==> config.mk <==
export PLATFORM = sky130hd
export DESIGN_NAME = instruction_fetch_unit
export DESIGN_NICKNAME = d
export VERILOG_FILES = /design/src/rtl/instruction_fetch_unit.sv
export SDC_FILE = /design/constraint.sdc
export NUM_CORES = 1
export LEC_CHECK = 0
export CORE_UTILIZATION = 53
export CTS_CLUSTER_SIZE = 16
export DETAILED_ROUTE_END_ITERATION = 10
export PLACE_DENSITY = 0.91
export SLEW_MARGIN = 10
export SYNTH_ARGS = -nofsm -noshare
export SYNTH_HDL_FRONTEND = slang
export SYNTH_SLANG_ARGS = --single-unit
==> constraint.sdc <==
create_clock -name clk -period 6.6 [get_ports clk]
set_clock_uncertainty 0.1 [all_clocks]
set_input_delay 1.32 -clock clk [delete_from_list [all_inputs] [get_ports clk]]
set_output_delay 1.32 -clock clk [all_outputs]
set_load 0.01 [all_outputs]
==> src/rtl/instruction_fetch_unit.sv <==
// Fetch-stage producer for IF/ID: single-outstanding imem reads,
// one-entry instruction buffer, stall handling and redirect squash.
module instruction_fetch_unit #(
  parameter logic [63:0] RESET_PC = 64'h0,
  parameter logic [31:0] NOP_INST = 32'h0000_0013
) (
  input  logic        clk,
  input  logic        reset,
  input  logic        stall,
  input  logic        redirect,
  input  logic [63:0] redirect_pc,
  output logic        imem_req,
  output logic [63:0] imem_addr,
  input  logic        imem_ready,
  input  logic        imem_rvalid,
  input  logic [31:0] imem_rdata,
  output logic [63:0] pc,
  output logic [31:0] inst,
  output logic        fvalid
);

  typedef enum logic {ISSUE, WAIT} state_e;

  state_e      state_q, state_d;
  logic [63:0] fetch_pc_q, fetch_pc_d;
  logic [63:0] req_pc_q, req_pc_d;
  logic        squash_q, squash_d;
  logic        buf_valid_q, buf_valid_d;
  logic [63:0] buf_pc_q, buf_pc_d;
  logic [31:0] buf_inst_q, buf_inst_d;

  logic fire;
  logic resp;
  logic reload;
  logic unused_rpc;

  assign unused_rpc = ^redirect_pc[1:0];

  always_ff @(posedge clk) begin
    if (reset) begin
      state_q     <= ISSUE;
      fetch_pc_q  <= RESET_PC;
      req_pc_q    <= RESET_PC;
      squash_q    <= 1'b0;
      buf_valid_q <= 1'b0;
      buf_pc_q    <= RESET_PC;
      buf_inst_q  <= NOP_INST;
    end else begin
      state_q     <= state_d;
      fetch_pc_q  <= fetch_pc_d;
      req_pc_q    <= req_pc_d;
      squash_q    <= squash_d;
      buf_valid_q <= buf_valid_d;
      buf_pc_q    <= buf_pc_d;
      buf_inst_q  <= buf_inst_d;
    end
  end

  assign fire   = imem_req && imem_ready;
  assign resp   = (state_q == WAIT) && imem_rvalid;
  assign reload = resp && !squash_q && !redirect;

  always_comb begin
    state_d = state_q;
    unique case (state_q)
      ISSUE: if (fire) state_d = WAIT;
      WAIT:  if (imem_rvalid) state_d = ISSUE;
      default: state_d = ISSUE;
    endcase
  end

  always_comb begin
    fetch_pc_d  = fetch_pc_q;
    req_pc_d    = req_pc_q;
    squash_d    = squash_q;
    buf_valid_d = buf_valid_q;
    buf_pc_d    = buf_pc_q;
    buf_inst_d  = buf_inst_q;
    if (!stall) buf_valid_d = 1'b0;
    if (reload) begin
      buf_valid_d = 1'b1;
      buf_pc_d    = req_pc_q;
      buf_inst_d  = imem_rdata;
    end
    if (resp) squash_d = 1'b0;
    if (fire) begin
      req_pc_d   = fetch_pc_q;
      fetch_pc_d = fetch_pc_q + 64'd4;
    end
    // a redirect while waiting must discard the one pending response
    if (redirect) begin
      fetch_pc_d  = {redirect_pc[63:2], 2'b00};
      buf_valid_d = 1'b0;
      if ((state_q == WAIT) && !imem_rvalid) squash_d = 1'b1;
    end
  end

  always_comb begin
    imem_req  = (state_q == ISSUE) && !reset && !redirect
             && (!buf_valid_q || !stall);
    imem_addr = fetch_pc_q;
    pc        = buf_pc_q;
    inst      = buf_valid_q ? buf_inst_q : NOP_INST;
    fvalid    = buf_valid_q;
  end

endmodule

==> impl_metrics.env <==
export IMPL_outcome="finished, violations left"
export IMPL_failed_checks="design-rule violations"
export IMPL_antenna_found_initial=0
export IMPL_synthSimpleGateAreaFrac_pct=31.5
export IMPL_cts_hold_fix_buffers=0
export IMPL_slew_limit_headroom_pct=30.3
export IMPL_clock_insertion_delay_worst_skew_ns=0.50
export IMPL_place_port_buffers=257
export IMPL_cts_repair_resize_count=0
export IMPL_final_util_pct=73.1
export IMPL_critPathSlowestCell="clkdlybuf4s50_1"
export IMPL_synth_edf_count=0
export IMPL_critPathRequiredTime_ns=5.18
export IMPL_globalRouteOverflowTotal=0
export IMPL_synth_seq_area_share_pct=45.0
export IMPL_die_y_um=138
export IMPL_path_max_fanout=6
export IMPL_setup_tns_final_ns=0
export IMPL_synth_area_per_cell_um2=7.59
export IMPL_clk_transition_reported_paths_ns=0.06
export IMPL_endpoint_kind="output pin"
export IMPL_dominantRegCellSynth="dfxtp_1"
export IMPL_critical_path_cell_chain="clkdlybuf4s50_1 > a21o_1 > nor3_1 > clkdlybuf4s50_1"
export IMPL_clkSinkCount=221
export IMPL_post_synth_adder_cell_area_pct=0.127
export IMPL_initial_cell_density_of_the_core_pct=54.3
export IMPL_critical_path_max_stage_delay_ns=0.59
export IMPL_r2r_worst_path_cells=6
export IMPL_dp_hpwl_um=20700
export IMPL_route_detailed_drc=36
export IMPL_power_share_clock_pct=45.6
export IMPL_critPathKind="in2out"
export IMPL_synth_top_family_by_area="simple AND/OR/NAND/NOR gates"
export IMPL_timing_critical_path_arrival_ns=2.77
export IMPL_grt_setup_unrepaired="no"
export IMPL_route_vias_total=10370
export IMPL_met3_resource_use_gr_pct=7.62
export IMPL_finalWirelength_um=31400
export IMPL_postCtsSetupBuffers=0
export IMPL_top_usage_layer="met2"
export IMPL_globalRouteMet1Util_pct=39.9
export IMPL_groute_layer_met2_usage_pct=53.6
export IMPL_floorplan_die_area_mm2=0.0191
export IMPL_finalSetupViolations=0
export IMPL_p_per_area_mw_per_mm2=235
export IMPL_tritoncts_num_buffers=23
export IMPL_areaGrowthSynthToFinish_pct=34.4
export IMPL_cts_max_level=1
export IMPL_core_region_area_mm2=0.0181
export IMPL_synth_mux_area_fraction_pct=1.43
export IMPL_synthesis_yosys_warnings=0
export IMPL_critical_path_top_cell_by_count="clkdlybuf4s50_1"
export IMPL_synth_area_mm2=0.00983
export IMPL_synth_xor_area_share_pct=0.446
export IMPL_fp_row_count=49
export IMPL_ioPinCount=264
export IMPL_post_route_cells_drive_above_1_share_pct=5.39
export IMPL_max_slew_worst_pin_slew_ns=1.05
export IMPL_synth_seq_cells=221
export IMPL_drt_first_iter_violations=1014
export IMPL_vias_per_cell=5.98
export IMPL_die_width_um=138
export IMPL_finalWorstPathRequiredPeriod_ns=4.19
export IMPL_rr_startpoint="fvalid$_SDFFE_PP0P_"
export IMPL_grt_start_max_net_pins=95
export IMPL_clock_buffer_depth=3
export IMPL_route_antenna_remaining_nets=0
export IMPL_synth_lib_cells_used_distinct=60
export IMPL_hold_ws_ns=0.349
export IMPL_tritoncts="built"
export IMPL_min_path_type="reg2reg"
export IMPL_hold_viol=0
export IMPL_grt_total_usage_pct=32.0
export IMPL_worstSetupStartpointType="input pin"
export IMPL_cp_startpoint="stall"
export IMPL_combPwrFrac_pct=8.4
export IMPL_min_from="buf_inst_q[15]$_SDFFE_PP0P_"
export IMPL_power_ir_vdd_worst_mv=0.199
export IMPL_ys_async_sr_fraction_pct=0
export IMPL_power_leakage_nw=4.38
export IMPL_post_synth_inst_count=1295
export IMPL_globalplace_congestion=0.945
export IMPL_first_pass_iters=10
export IMPL_cts_root_buf="clkbuf_16"
export IMPL_grt_first_pass_wirelength_um=50000
export IMPL_fmaxAchievable_ghz=0.238
export IMPL_timing_final_crit_share_pct=63.6
export IMPL_swShare_pct=23.6
export IMPL_n_antenna_cell=0
export IMPL_max_cap_violations=0
export IMPL_vias_in_the_first_global_route=9717
export IMPL_synth_compound_area_share_pct=16.9
export IMPL_p_switching_uw=731
export IMPL_finalNetCount=1591
export IMPL_avgRoutedWirePerCell_um=18.1
export IMPL_final_max_slew_viol_count=0
export IMPL_pwr_share_seq_pct=46.0
export IMPL_min_delay_path_depth=2
export IMPL_internal_power_component_mw=2.37
==> worst max-delay path: cells and delay by family <==
kind / cells / cell delay (ns)
AOI/OAI and AO/OA: 1 / 0.27
buffers and inverters: 2 / 1.03
and+or+nand+nor: 1 / 0.16
==> layout by cell type (no fill, tap or decap), types with 6 or more instances in the layout <==
master / instances
and4_1: 6
nor2_1: 29
inv_1: 6
a31oi_1: 26
o211ai_1: 14
or3_1: 11
mux2_2: 8
o21ai_0: 14
dfxtp_1: 221
nand3_1: 49
buf_4: 11
clkbuf_16: 23
clkbuf_8: 7
clkdlybuf4s50_1: 255
nor3_1: 20
and3_1: 13
or4_1: 16
nand4_1: 34
a21oi_1: 199
nand2_1: 383
and2_1: 34
nor4_1: 25
==> routing by layer <==
metal / part of all wire (%) / vias to the layer above
li1: - / 4923
met1: 40 / 4814
met2: 47 / 557
met3: 10 / 76
met4: 3.2 / 0
met5: 0 / -
==> flip-flops by register name (all words and copies together), names as in the netlist, named ones only <==
signal      count
req_pc_q       62
buf_inst_q     32
imem_addr      62
fvalid          1
state_q         1
pc             62
==> Yosys cell counts, drive strengths merged (6+ instances only) <==
library cell / number / area, um^2
nand4: 36 / 246
or3: 13 / 86.3
dfxtp: 221 / 4420
clkbuf: 75 / 283
a31oi: 26 / 163
and4: 6 / 52.6
and3: 14 / 87.6
o211ai: 14 / 105
nor2: 29 / 109
nand2: 383 / 1440
nor4: 27 / 199
a21oi: 199 / 996
or4: 18 / 143
buf: 28 / 143
o21ai: 14 / 70.1
nand3: 51 / 260
mux2: 8 / 90.1
and2: 34 / 213
inv: 6 / 22.5
nor3: 21 / 105
==> path summary, 6_finish.rpt <==
kind                                 endpoint  slack (ns)
setup / recovery                     imem_req        2.41
hold / removal    buf_inst_q[15]$_SDFFE_PP0P_        0.35
setup reg to reg   imem_addr[47]$_SDFFE_PP0P_        2.80
hold reg to reg   buf_inst_q[15]$_SDFFE_PP0P_        0.35
==> logic make-up (layout without fill, tap and decap cells) <==
group	count (synthesis)	after routing
and+or+nand+nor	653	653
AOI/OAI and AO/OA	291	291
DFF	221	221
buffers and inverters	110	316
muxes	13	13
xor gates and xnor gates	5	5
adders and majority gates	1	1
other	1	4
==> layout make-up <==
type                       instances  area, um^2
multi-input combinational        967        4990
fill                            1343        4870
sequential                       221        4420
timing repair buffer             268        2650
clock buffer                      31         676
tap                              229         287
clock inverter                    10         156
inverter                           7        26.3
==> power by group through the flow <==
| stage | Clock [mW] | Sequential [mW] | Combinational, mW |
|---|---|---|---|
| global route | 1.48 | 1.43 | 0.278 |
| CTS | 1.43 | 1.42 | 0.259 |
| finish | 1.42 | 1.43 | 0.260 |
| floorplan | 0 | 1.44 | 0.114 |
| detailed placement | 0 | 1.45 | 0.256 |
| global placement | 0 | 1.45 | 0.252 |
==> per-stage QoR <==
stage | setup slack (ns) | cell area [um^2] | std cells | power [mW]
floorplan | 2.68 | 9840 | 1298 | 1.56
global placement | 2.11 | 12400 | 1692 | 1.70
detailed placement | 2.06 | 12400 | 1692 | 1.71
CTS | 2.40 | 13200 | 1733 | 3.12
global route | 2.30 | 13200 | 1733 | 3.19
finish | 2.41 | 13200 | 1733 | 3.10
Note: power is estimated with default switching activity, not from simulation.
